File: src/rtl/data_block_generator_pkg.sv
// Shared encodings and PRBS11 constants for the PCS test-data block generator.
package pcs_datagen_pkg;

   typedef enum logic [1:0] {
      MODE_PRBS  = 2'd0,
      MODE_CNT   = 2'd1,
      MODE_FIXED = 2'd2,
      MODE_WALK  = 2'd3
   } mode_e;

   typedef enum logic [1:0] {
      ST_IDLE = 2'd0,
      ST_RUN  = 2'd1,
      ST_DONE = 2'd2
   } state_e;

   localparam int PRBS_LEN   = 11;
   localparam int PRBS_TAP_A = 10;
   localparam int PRBS_TAP_B = 8;
   localparam logic [PRBS_LEN-1:0] PRBS_SEED_STEP = 11'h0A5;

   // All-zero is the LFSR lock-up state, so it is replaced by 1.
   function automatic logic [PRBS_LEN-1:0] lane_seed(input logic [PRBS_LEN-1:0] base,
                                                      input int lane);
      logic [PRBS_LEN-1:0] seed;
      seed = base ^ PRBS_LEN'(lane * int'(PRBS_SEED_STEP));
      if (seed == '0) seed = PRBS_LEN'(1);
      return seed;
   endfunction

endpackage

File: src/rtl/data_block_generator_if.sv
// Block stream handshake between the data block generator and its consumer.
interface data_block_generator_if #(
   parameter int NB_DATA = 64
);
   logic [NB_DATA-1:0] o_data_block;
   logic               o_valid;
   logic               o_err_injected;
   logic               i_ready;

   modport master (output o_data_block, o_valid, o_err_injected, input i_ready);
   modport slave  (input o_data_block, o_valid, o_err_injected, output i_ready);
endinterface

File: src/rtl/data_block_generator_prbs11_lane.sv
// One PRBS11 lane (x^11+x^9+1, Fibonacci) emitting NB_BYTE bits per block, earliest bit in the MSB.
module prbs11_lane
   import pcs_datagen_pkg::*;
#(
   parameter int                  NB_BYTE = 8,
   parameter logic [PRBS_LEN-1:0] SEED    = 11'h7FF
) (
   input  logic               i_clock,
   input  logic               i_reset,
   input  logic               i_load,
   input  logic               i_advance,
   output logic [NB_BYTE-1:0] o_bits
);

   logic [PRBS_LEN-1:0] state_q;
   logic [PRBS_LEN-1:0] state_d;
   logic [PRBS_LEN-1:0] walk;

   // On load the bits come straight from the seed so a new burst starts seed-aligned.
   always_comb begin
      walk   = i_load ? SEED : state_q;
      o_bits = '0;
      for (int i = 0; i < NB_BYTE; i++) begin
         o_bits = (o_bits << 1) | NB_BYTE'(walk[PRBS_LEN-1]);
         walk   = {walk[PRBS_LEN-2:0], walk[PRBS_TAP_A] ^ walk[PRBS_TAP_B]};
      end
      state_d = (i_load || i_advance) ? walk : state_q;
   end

   always_ff @(posedge i_clock) begin
      if (i_reset) state_q <= SEED;
      else         state_q <= state_d;
   end

endmodule

File: src/rtl/data_block_generator.sv
// Multi-lane test-data source: PRBS11 / counter / fixed / walking-one blocks over valid/ready,
// with programmable bursts and single-shot LSB error injection.
module data_block_generator
   import pcs_datagen_pkg::*;
#(
   parameter int                  NB_BYTE   = 8,
   parameter int                  N_LANES   = 8,
   parameter int                  NB_COUNT  = 32,
   parameter logic [PRBS_LEN-1:0] PRBS_SEED = 11'h7FF
) (
   input  logic                       i_clock,
   input  logic                       i_reset,
   input  logic                       i_enable,
   input  logic                       i_start,
   input  logic                       i_stop,
   input  logic [1:0]                 i_mode,
   input  logic [NB_BYTE*N_LANES-1:0] i_pattern,
   input  logic [NB_COUNT-1:0]        i_burst_len,
   input  logic                       i_inject_error,
   data_block_generator_if.master     bus,
   output logic [NB_COUNT-1:0]        o_block_count,
   output logic                       o_busy,
   output logic                       o_done
);

   localparam int                 NB_DATA  = NB_BYTE * N_LANES;
   localparam int                 NB_POS   = $clog2(NB_DATA);
   localparam logic [NB_POS-1:0]  POS_LAST = NB_POS'(NB_DATA - 1);
   localparam logic [NB_DATA-1:0] WALK_MSB = {1'b1, {(NB_DATA-1){1'b0}}};

   state_e               state_q, state_d;
   mode_e                mode_q, mode_d;
   logic [NB_COUNT-1:0]  burst_q, burst_d;
   logic [NB_COUNT-1:0]  count_q, count_d;
   logic [NB_POS-1:0]    pos_q, pos_d;
   logic                 stop_q, stop_d;
   logic                 armed_q, armed_d;
   logic [NB_DATA-1:0]   data_q, data_d;

   logic                 valid;
   logic                 transfer;
   logic                 lane_load;
   logic                 lane_advance;
   logic                 gen_block;
   logic [NB_DATA-1:0]   prbs_block;
   logic [NB_DATA-1:0]   next_block;

   for (genvar k = 0; k < N_LANES; k++) begin : g_lane
      prbs11_lane #(
         .NB_BYTE (NB_BYTE),
         .SEED    (lane_seed(PRBS_SEED, k))
      ) u_lane (
         .i_clock   (i_clock),
         .i_reset   (i_reset),
         .i_load    (lane_load),
         .i_advance (lane_advance),
         .o_bits    (prbs_block[NB_DATA-1-k*NB_BYTE -: NB_BYTE])
      );
   end

   assign valid    = (state_q == ST_RUN);
   assign transfer = valid & bus.i_ready & i_enable;

   // A stop seen before acceptance is remembered so o_valid never drops early.
   always_comb begin
      state_d      = state_q;
      mode_d       = mode_q;
      burst_d      = burst_q;
      count_d      = count_q;
      pos_d        = pos_q;
      stop_d       = stop_q;
      armed_d      = armed_q;
      lane_load    = 1'b0;
      lane_advance = 1'b0;
      gen_block    = 1'b0;
      if (i_enable) begin
         armed_d = armed_q ? ~transfer : i_inject_error;
         case (state_q)
            ST_IDLE: begin
               if (i_start) begin
                  state_d   = ST_RUN;
                  mode_d    = mode_e'(i_mode);
                  burst_d   = i_burst_len;
                  count_d   = '0;
                  pos_d     = '0;
                  stop_d    = 1'b0;
                  lane_load = 1'b1;
                  gen_block = 1'b1;
               end
            end
            ST_RUN: begin
               if (i_stop) stop_d = 1'b1;
               if (transfer) begin
                  count_d      = count_q + NB_COUNT'(1);
                  pos_d        = (pos_q == POS_LAST) ? '0 : pos_q + 1'b1;
                  lane_advance = 1'b1;
                  gen_block    = 1'b1;
                  stop_d       = 1'b0;
                  if (stop_q || i_stop || (burst_q != '0 && count_d == burst_q))
                     state_d = ST_DONE;
               end
            end
            ST_DONE: state_d = ST_IDLE;
            default: state_d = ST_IDLE;
         endcase
      end
   end

   always_comb begin
      case (mode_d)
         MODE_PRBS:  next_block = prbs_block;
         MODE_CNT:   next_block = NB_DATA'(count_d);
         MODE_FIXED: next_block = i_pattern;
         MODE_WALK:  next_block = WALK_MSB >> pos_d;
         default:    next_block = prbs_block;
      endcase
      data_d = gen_block ? next_block : data_q;
   end

   always_ff @(posedge i_clock) begin
      if (i_reset) begin
         state_q <= ST_IDLE;
         mode_q  <= MODE_PRBS;
         burst_q <= '0;
         count_q <= '0;
         pos_q   <= '0;
         stop_q  <= 1'b0;
         armed_q <= 1'b0;
         data_q  <= '0;
      end else begin
         state_q <= state_d;
         mode_q  <= mode_d;
         burst_q <= burst_d;
         count_q <= count_d;
         pos_q   <= pos_d;
         stop_q  <= stop_d;
         armed_q <= armed_d;
         data_q  <= data_d;
      end
   end

   // The error bit is overlaid on the presented block only, leaving the generators untouched.
   assign bus.o_valid        = valid;
   assign bus.o_data_block   = data_q ^ NB_DATA'(armed_q & valid);
   assign bus.o_err_injected = transfer & armed_q;
   assign o_block_count      = count_q;
   assign o_busy             = (state_q != ST_IDLE);
   assign o_done             = (state_q == ST_DONE);

endmodule

File: src/flat_wrapper.sv
// flat-port wrapper written by rule: the top's interface ports become plain ports
module data_block_generator_flat import pcs_datagen_pkg::*;
#(
   parameter int                  NB_BYTE   = 8,
   parameter int                  N_LANES   = 8,
   parameter int                  NB_COUNT  = 32,
   parameter logic [PRBS_LEN-1:0] PRBS_SEED = 11'h7FF
)
  (i_clock, i_reset, i_enable, i_start, i_stop, i_mode, i_pattern, i_burst_len, i_inject_error, o_block_count, o_busy, o_done, bus_o_data_block, bus_o_valid, bus_o_err_injected, bus_i_ready);
  data_block_generator_if #(.NB_DATA((64))) bus_i ();
  input  logic i_clock;
  input  logic i_reset;
  input  logic i_enable;
  input  logic i_start;
  input  logic i_stop;
  input  logic [1:0] i_mode;
  input  logic [NB_BYTE*N_LANES-1:0] i_pattern;
  input  logic [NB_COUNT-1:0] i_burst_len;
  input  logic i_inject_error;
  output logic [NB_COUNT-1:0] o_block_count;
  output logic o_busy;
  output logic o_done;
  output wire logic [$bits(bus_i.o_data_block)-1:0] bus_o_data_block;
  output wire logic [$bits(bus_i.o_valid)-1:0] bus_o_valid;
  output wire logic [$bits(bus_i.o_err_injected)-1:0] bus_o_err_injected;
  input wire logic [$bits(bus_i.i_ready)-1:0] bus_i_ready;
  assign bus_o_data_block = bus_i.o_data_block;
  assign bus_o_valid = bus_i.o_valid;
  assign bus_o_err_injected = bus_i.o_err_injected;
  assign bus_i.i_ready = bus_i_ready;
  data_block_generator #(.NB_BYTE(NB_BYTE), .N_LANES(N_LANES), .NB_COUNT(NB_COUNT), .PRBS_SEED(PRBS_SEED)) u_core (.i_clock(i_clock), .i_reset(i_reset), .i_enable(i_enable), .i_start(i_start), .i_stop(i_stop), .i_mode(i_mode), .i_pattern(i_pattern), .i_burst_len(i_burst_len), .i_inject_error(i_inject_error), .bus(bus_i), .o_block_count(o_block_count), .o_busy(o_busy), .o_done(o_done));
endmodule
File: config.mk
export PLATFORM = sky130hd
export DESIGN_NAME = data_block_generator_flat
export DESIGN_NICKNAME = d
export VERILOG_FILES = /design/src/rtl/data_block_generator_pkg.sv /design/src/rtl/data_block_generator_if.sv /design/src/rtl/data_block_generator_prbs11_lane.sv /design/src/rtl/data_block_generator.sv /design/src/flat_wrapper.sv
export SDC_FILE = /design/constraint.sdc
export NUM_CORES = 1
export LEC_CHECK = 0
export BUFFER_PORTS_ARGS = -buffer_cell sky130_fd_sc_hd__buf_2
export CAP_MARGIN = 20
export CORE_ASPECT_RATIO = 0.6
export CORE_MARGIN = 4
export CORE_UTILIZATION = 46
export DETAILED_ROUTE_END_ITERATION = 12
export GPL_TIMING_DRIVEN = 0
export PLACE_DENSITY = 0.67
export SKIP_LAST_GASP = 1
export SLEW_MARGIN = 10
export SYNTH_ARGS = -nofsm -noshare
export SYNTH_HDL_FRONTEND = slang
export SYNTH_SLANG_ARGS = --single-unit
export TNS_END_PERCENT = 1
File: constraint.sdc
create_clock -name i_clock -period 7.3 [get_ports i_clock]
set_input_delay 0.73 -clock i_clock [delete_from_list [all_inputs] [get_ports i_clock]]
set_output_delay 0.73 -clock i_clock [all_outputs]
set_load 0.02 [all_outputs]
== Word-level counts from Yosys, hierarchy flattened ==
Index checks and enable logic that the tools add are counted.
Cells by class
  add/sub/neg operators: 2
  reductions and logical operators: 12
  bitwise logic cells: 126
  equality and inequality tests: 11
  shift-type cells: 1
  muxes and demuxes: 38
Operators with widths (count)
  $pmux W64 S4: 1
  $mux W32: 3
  $mux W11: 8
  $or A8 B1 Y8: 8
  $pmux W32 S2: 1
  $shr A64 B6 Y64 const A: 1
  $xor A1 B1 Y1: 64
  $xor A64 B64 Y64: 1
  $or A7 B1 Y7: 8
  $or A6 B1 Y6: 8
  $or A5 B1 Y5: 8
  $add A32 B1 Y32 const B: 1
  $eq A32 B32 Y1: 1
  $or A4 B1 Y4: 8
  $reduce_bool A32 Y1: 1
  $mux W6: 4
  $or A3 B1 Y3: 8
  $or A2 B1 Y2: 8
  $mux W2: 6
  $pmux W6 S2: 1
  $mux W1: 11
  $reduce_and A4 Y1: 2
  $add A6 B1 Y6 const B: 1
  $eq A2 B2 Y1 const B: 3
  13 further kinds: 24
Word-level totals
  input bits: 105
  register bits: 228

== Logic depth before layout (Yosys ltp) ==
Gate-level depths: netlist (run 1).
  word-level depth: 12
  depth in mapped cells: 12
  depth with buffers taken out: 9

== Cells and area by module ==
A second synthesis (run 1) with hierarchy kept.
Second synthesis, totals
  cells, all modules: 1574
  area total of the unflattened synthesis: 13010.0 um2
Modules (own cells, without submodules)
  data_block_generator: cells each 1128, area an instance 8546.9 um2, instances 1
  prbs11_lane (u_core.g_lane[1].u_lane ...): cells each 56, area an instance 555.5 um2, instances 2
  prbs11_lane (u_core.g_lane[0].u_lane): cells each 56, area an instance 578.1 um2, instances 1
  prbs11_lane (u_core.g_lane[2].u_lane): cells each 56, area an instance 569.3 um2, instances 1
  prbs11_lane (u_core.g_lane[5].u_lane): cells each 57, area an instance 559.3 um2, instances 1
  prbs11_lane (u_core.g_lane[6].u_lane): cells each 55, area an instance 558.0 um2, instances 1
  prbs11_lane (u_core.g_lane[3].u_lane): cells each 54, area an instance 545.5 um2, instances 1
  prbs11_lane (u_core.g_lane[7].u_lane): cells each 56, area an instance 541.8 um2, instances 1

== Worst setup path before layout (run 1) ==
No wires, ideal clock.
  kind: register to register
  start point: reg u_core.count_q[1], in the netlist u_core.o_block_count[1]
  end point: reg u_core.state_q[1]
  setup time: 0.072 ns
  slack: 4.196 ns
  path buffers: 0
  arrival time: 3.032 ns
  stages on the path, launching flop included: 10
  cell sequence: dfxtp_1 ha_1 nand4_1 nor3_1 nand3_1 xnor2_1 or4_1 nor4_1 a31o_2 mux2i_1
On the way
  word-level cells in the longest chain between the ends: 6
Ends and longest elaborated chain
  start, declared: line data_block_generator.sv:34  | logic [NB_COUNT-1:0] count_q, count_d;
  start signal, assigned: line data_block_generator.sv:134  | count_q <= count_d;
  $add A32 B1 Y32: line data_block_generator.sv:94  | count_d = count_q + NB_COUNT'(1);
  $eq A32 B32 Y1: line data_block_generator.sv:99  | if (stop_q || i_stop || (burst_q != '0 && count_d == burst_q))
  $logic_and A1 B1 Y1: line data_block_generator.sv:99
  $logic_or A1 B1 Y1: line data_block_generator.sv:99
  $ne A2 B2 Y1 (no source line)
  $reduce_and A4 Y1 (no source line)
  end signal, assigned: line data_block_generator.sv:131  | state_q <= state_d;
  end, declared: line data_block_generator.sv:31  | state_e state_q, state_d;
No other way between the ends.
A chain may end at the register's enable or synchronous reset.

== Final worst setup path (run 1) ==
Ends and elaborated chain as after synthesis.

==> impl_metrics.json, run 1 <==
{
  "status": "finished, final reports clean",
  "required_ps": 7770,
  "leakage_uw": 0.00589,
  "setup_tns_ps": 0,
  "postRouteAntennaNets": 0,
  "cts.repair.resized": 0,
  "peakVddDrop_uv": 158,
  "power.density_mw_per_mm2": 239,
  "clock_latency_ps": 550,
  "initial_core_util": 0.469,
  "num_rows": 46,
  "min_to": "u_core.burst_q[23]",
  "track_usage": 0.383,
  "core_area_mm2": 0.0265,
  "antenna_found_initial": 1,
  "syn-num-nets": 1741,
  "ctsHoldBuffers": 0,
  "cp-start-kind": "register",
  "htree_levels": 1,
  "dpl.cell_count": 2196,
  "crit_fanout": 8,
  "cp_data_arrival_time_ps": 5440,
  "cts_buffers": 24,
  "slew_headroom": 0.252,
  "r2r-end": "u_core.state_q[1]",
  "wl_per_cell_um": 26.6,
  "hold_path_class": "input port to register",
  "internal_power_uw": 2350,
  "die_h_um": 135,
  "critPathLaunch": "u_core.o_block_count[1]",
  "io_buffers": 201,
  "ff2ff_setup_slack_ps": 2330,
  "synthArstFlopShare": 0,
  "switching_share": 0.331,
  "stdcell_count": 2240,
  "grt-ovfl-total": 0,
  "r2r_cells": 9,
  "final_max_slew_viol_count": 0,
  "drc": 0,
  "postPlaceCellArea_mm2": 0.0139,
  "drv_cap": 0,
  "period_minus_slack_ps": 4970,
  "diodes": 0,
  "synthDistinctLibCells": 67,
  "num_vias": 14117,
  "drtPass1Iterations": 8,
  "area_delta_synth_final_pct": 18.3,
  "clk_pin_slew_ps": 70,
  "layout.nets": 1971,
  "tightest_slew_ps": 1120,
  "synth_edf_count": 0,
  "routed_wirelength_um": 59600,
  "power_frac_seq": 0.414,
  "boundaryPins": 205,
  "pwr-share-clk": 0.366,
  "synth_cells": 1634,
  "root_buffer": "clkbuf_16",
  "post_cts_buffers": 0,
  "comb_power_share": 0.220,
  "p_switching_uw": 1160,
  "dieArea_mm2": 0.0298,
  "max_freq_ghz": 0.201,
  "fin_ws_ps": 2330,
  "dp_hpwl_um": 46800,
  "finalSetupViolCount": 0,
  "final_util": 0.555,
  "drive_gt1_frac": 0.175,
  "grt_start_max_net_pins": 15,
  "hold_start": "i_burst_len[23]",
  "cts.sinks": 228,
  "ctsLongestPathBuffers": 3,
  "critPathCaptureType": "register",
  "ys_warn_count": 0,
  "worstReg2RegStart": "u_core.o_block_count[1]",
  "fillers": 2629,
  "grt_pass1_wl_um": 83500,
  "drt-initial-drc-count": 2451,
  "synth-seq-cells": 228,
  "cts_tree": "done",
  "rsz0062_at_grt": "false",
  "path_class": "register to register",
  "dp_slack_ps": 2690,
  "fp.dieW_um": 220,
  "hold_depth": 3,
  "final_area_mm2": 0.0147,
  "yosysSeqAreaShare": 0.367,
  "place_congestion": 1.02,
  "skew_ps": 22.0,
  "netlist_area_mm2": 0.0124,
  "vias_per_cell": 6.30,
  "finalCritPeriodShare": 0.681,
  "grt_pass1_vias": 12527,
  "syn_area_per_cell_um2": 7.62,
  "synthFlopType": "dfxtp_1",
  "finalHoldViolations": 0
}
==> how the worst max path moves through the flow <==
| stage | endpoint | slack, ps | depth (start not counted) |
|---|---|---|---|
| floorplan | u_core.state_q[1] | 4200 | 9 |
| global route | u_core.state_q[1] | 2100 | 9 |
| global placement | u_core.state_q[1] | 2590 | 9 |
| detailed placement | u_core.state_q[1] | 2690 | 9 |
| finish | u_core.state_q[1] | 2330 | 9 |
| CTS | u_core.state_q[1] | 2640 | 9 |
==> Yosys cell counts (16+ instances only) <==
master	n	area, um^2
dfxtp_1	228	4560
nand2_1	222	833
o21ai_0	170	851
nor2_1	156	586
a21oi_1	148	741
clkbuf_1	112	420
xnor2_1	98	858
buf_4	65	488
nand3_1	29	145
o221ai_1	27	236
o22ai_1	27	169
a211oi_1	23	173
o211ai_1	23	173
or3_1	23	144
nor3_1	22	110
nor4_1	20	125
and2_1	19	119
nand4_1	18	113
a31oi_1	16	100
==> power groups by stage <==
stage | logic, uW | clock network [uW] | registers [uW]
2_1_floorplan | 485 | 0 | 1430
3_3_place_gp | 729 | 0 | 1470
3_5_place_dp | 738 | 0 | 1470
4_1_cts | 742 | 1280 | 1450
5_1_grt | 819 | 1330 | 1460
6_report | 773 | 1290 | 1450
==> stage by stage <==
stage | power, uW | hold WS (ps)
after global routing | 3610 | 427
after CTS | 3470 | 416
final | 3510 | 412
after global placement | 2200 | 442
after floorplan | 1920 | 429
after detailed placement | 2210 | 452
==> placed cells by master (no fill, tap or decap), drive strengths merged, types with 4 or more instances in the layout <==
cell type / instances
clkbuf: 147
nand2: 222
buf: 289
xnor2: 98
o21ai: 170
a21o: 6
or4: 4
clkinv: 4
nor2b: 9
a21oi: 149
nor3: 22
nand3: 29
mux2i: 12
inv: 8
nand3b: 4
and4: 6
xor2: 14
o31a: 6
and2: 19
nand2b: 4
o221ai: 27
a211oi: 23
o22ai: 27
a22oi: 14
nand4: 19
a31oi: 16
nor4: 21
a311oi: 6
and3: 4
nor2: 157
or3: 23
a221oi: 5
o211a: 10
o31ai: 13
dfxtp: 228
o21a: 6
o211ai: 23
==> per-layer routing <==
layer  vias to the layer above  GRT usage  share of wire
li1                       6208          -              -
met3                        95      0.170           0.17
met2                      1010      0.465           0.35
met1                      6802      0.604           0.46
met5                         -          0        0.00034
met4                         2     0.0746          0.023
==> area by class of cell <==
class,instances,area [um^2],share of cell area
multi-input combinational,1199,6850,0.465
sequential,228,4560,0.310
timing repair buffer,204,1030,0.0702
buffer,199,1010,0.0684
clock buffer,33,686,0.0466
tap,360,450,0.0306
clock inverter,9,103,0.00697
inverter,8,30.0,0.00204
==> logic make-up after synthesis <==
family	Yosys count	share of synthesized area
AO/OA/AOI/OAI	519	0.254
XOR/XNOR	112	0.0788
adder cells (fa/ha/maj)	2	0.00201
buffers and inverters	207	0.0833
flip-flops	228	0.367
multiplexers	15	0.0124
AND/OR/NAND/NOR	551	0.203
==> registers in the layout (all words and copies together) (netlist names) <==
| signal | cells |
|---|---|
| u_core.mode_q | 2 |
| u_core.state_q | 2 |
| u_core.g_lane.u_lane.state_q | 88 |
| u_core.o_block_count | 32 |
| u_core.data_q | 64 |
| u_core.pos_q | 6 |
| u_core.burst_q | 32 |
| u_core.stop_q | 1 |
| u_core.armed_q | 1 |
==> worst max-delay path, cell delays in order (launching register included) <==
cell	delay, ps
dfxtp_1	570
ha_1	340
nand4_1	390
nor3_1	980
nand4_1	520
xnor2_1	270
or4_1	410
nor4_1	890
a31o_2	310
mux2i_1	190
Note: power is estimated with default switching activity, not from simulation.
==> inputs of run 2 (changes only) <==
Settings changed: ABC_AREA from default to 1.
Clock period 7.3 ns to 4.6 ns, I/O delays scaled along.
==> impl_metrics.json, run 2 <==
{
  "cp_num_buf_inv": 4,
  "use_met3": 0.221,
  "hold_path_class": "input port to register",
  "max_freq_ghz": 0.287,
  "finalHoldViolations": 0,
  "cp-start-kind": "register",
  "synthFlopType": "dfxtp_1",
  "final_max_slew_viol_count": 0,
  "fp.dieW_um": 224,
  "ys_warn_count": 0,
  "largest_reg_flops": 88,
  "slew_headroom": 0.245,
  "post_cts_buffers": 0,
  "grtUsageMet1": 0.583,
  "clk_pin_slew_ps": 70,
  "synth_cells": 1943,
  "dp_slack_ps": 1200,
  "slowest_delay_ps": 730,
  "area_delta_synth_final_pct": 18.2,
  "core_area_mm2": 0.0276,
  "grt_pass1_vias": 13488,
  "grt_pass1_wl_um": 88700,
  "path_class": "register to register",
  "yosysSeqAreaShare": 0.354,
  "cp_data_arrival_time_ps": 3880,
  "cp_top_family": "buffers and inverters",
  "root_buffer": "clkbuf_16",
  "ctsHoldBuffers": 0,
  "io_buffers": 204,
  "top_regs": "u_core.g_lane.u_lane.state_q: 88 flops, u_core.data_q: 64 flops",
  "period_minus_slack_ps": 3480,
  "setup_tns_ps": 0,
  "slowest_stage": "clkbuf_1",
  "synth_edf_count": 0,
  "synth-seq-cells": 228,
  "initial_core_util": 0.467,
  "grt_start_max_net_pins": 15,
  "postRouteAntennaNets": 0,
  "postPlaceCellArea_mm2": 0.0144,
  "boundaryPins": 205,
  "peakVddDrop_uv": 313,
  "dp_hpwl_um": 49800,
  "final_cell_mix": "442 x nand2_1, 249 x nor2_1, 228 x dfxtp_1",
  "drv_cap": 0,
  "ctsLongestPathBuffers": 3,
  "crit_fanout": 10,
  "regMostFlops": "u_core.g_lane.u_lane.state_q",
  "skew_ps": 29.8,
  "final_common_cell": "nand2_1",
  "vias_per_cell": 5.90,
  "dpl.cell_count": 2514,
  "wl_per_cell_um": 24.7,
  "required_ps": 5000,
  "drive_gt1_frac": 0.186,
  "grt-ovfl-total": 0,
  "synth_top_area_share": 0.354,
  "antenna_found_initial": 2,
  "cts_tree": "done",
  "rsz0062_at_grt": "false",
  "final_area_mm2": 0.0152,
  "synthTopCellsByCount": "442 x nand2_1, 249 x nor2_1, 228 x dfxtp_1",
  "cts.sinks": 228,
  "finalCritPeriodShare": 0.757,
  "cpMostUsedCell": "clkbuf_1",
  "power.density_mw_per_mm2": 405,
  "clock_latency_ps": 570,
  "num_vias": 15098,
  "grt.busiest_layer": "met1",
  "cts.repair.resized": 0,
  "finalSetupViolCount": 0,
  "tightest_slew_ps": 1130,
  "synthArstFlopShare": 0,
  "place_congestion": 1.08,
  "drt-initial-drc-count": 2194,
  "syn-num-nets": 2050,
  "fin_ws_ps": 1120,
  "htree_levels": 1,
  "drtPass1Iterations": 6,
  "status": "finished, final reports clean",
  "synth.largest_area_cell": "dfxtp_1",
  "dieArea_mm2": 0.0309,
  "yosysMostFrequentCell": "nand2_1",
  "drc": 0,
  "die_h_um": 138,
  "critPathCaptureType": "register",
  "netlist_area_mm2": 0.0129,
  "num_rows": 47,
  "grt_util_met2": 0.474,
  "routed_wirelength_um": 63100,
  "synth.top_cells.by_area": "dfxtp_1 35%, nand2_1 13%, o21ai_0 8.1%, nor2_1 7.2%, inv_1 4.7%",
  "path_cells": "nor2_2, nand3_2, buf_6, nand2_8, clkbuf_1, clkbuf_1, clkbuf_1, a21oi_1",
  "stdcell_count": 2560,
  "layout.nets": 2281,
  "leakage_uw": 0.00671,
  "cts_buffers": 25,
  "syn_area_per_cell_um2": 6.64,
  "synthDistinctLibCells": 56,
  "track_usage": 0.394
}
-- run 2: logic make-up (layout without fill, tap and decap cells) --
kind of cell | count (synthesis) | count (layout) | synth area share
DFF | 228 | 228 | 0.354
xor gates and xnor gates | 31 | 31 | 0.0238
adders and majority gates | 2 | 2 | 0.00194
other | 0 | 2 | 0
AOI/OAI and AO/OA | 450 | 450 | 0.201
and+or+nand+nor | 879 | 879 | 0.292
buffers and inverters | 353 | 601 | 0.128
-- run 2: tightest hold or removal path, delay by kind of cell --
kind / cells / cell delay (ps)
AND/OR/NAND/NOR: 1 / 80
AO/OA/AOI/OAI: 1 / 70
buffers and inverters: 1 / 80
-- run 2: routing by layer --
layer / part of all wire / wire, um
met1: 0.44 / 27800
met5: 0.00021 / 13
met3: 0.19 / 11800
met2: 0.34 / 21700
met4: 0.029 / 1810
-- run 2: area by class of cell --
| type | instances | area (um^2) |
|---|---|---|
| plain buffers | 172 | 963 |
| well taps | 367 | 459 |
| clock inverters | 10 | 151 |
| clock buffers | 34 | 709 |
| flip-flops and latches | 228 | 4560 |
| repair buffers | 204 | 1020 |
| inverters | 181 | 683 |
| diodes | 2 | 5.00 |
| fillers | 2826 | 12300 |
| multi-input cells | 1362 | 6680 |
-- run 2: final timing paths --
check                                           from  slack [ps]  cells past startpoint                                  to
hold reg to reg   u_core.g_lane[3].u_lane.state_q[0]         470                      2  u_core.g_lane[3].u_lane.state_q[8]
hold / removal                       i_burst_len[15]         140                      3                  u_core.burst_q[15]
setup reg to reg                   u_core.state_q[1]        1120                      8                   u_core.data_q[31]
setup / recovery                   u_core.state_q[1]        1120                      8                   u_core.data_q[31]
-- run 2: stage by stage --
stage | power (uW) | hold slack [ps] | utilization
CTS | 6060 | 147 | 0.552
detailed placement | 3930 | 453 | 0.521
finish | 6170 | 144 | 0.553
global placement | 3910 | 446 | 0.521
floorplan | 3290 | 430 | -
global route | 6350 | 174 | 0.552
-- run 2: report_power, final --
part           internal, uW  switching (uW)
Combinational           512            1140
Sequential             2180             161
Clock                  1260             925
Total                  3950            2230
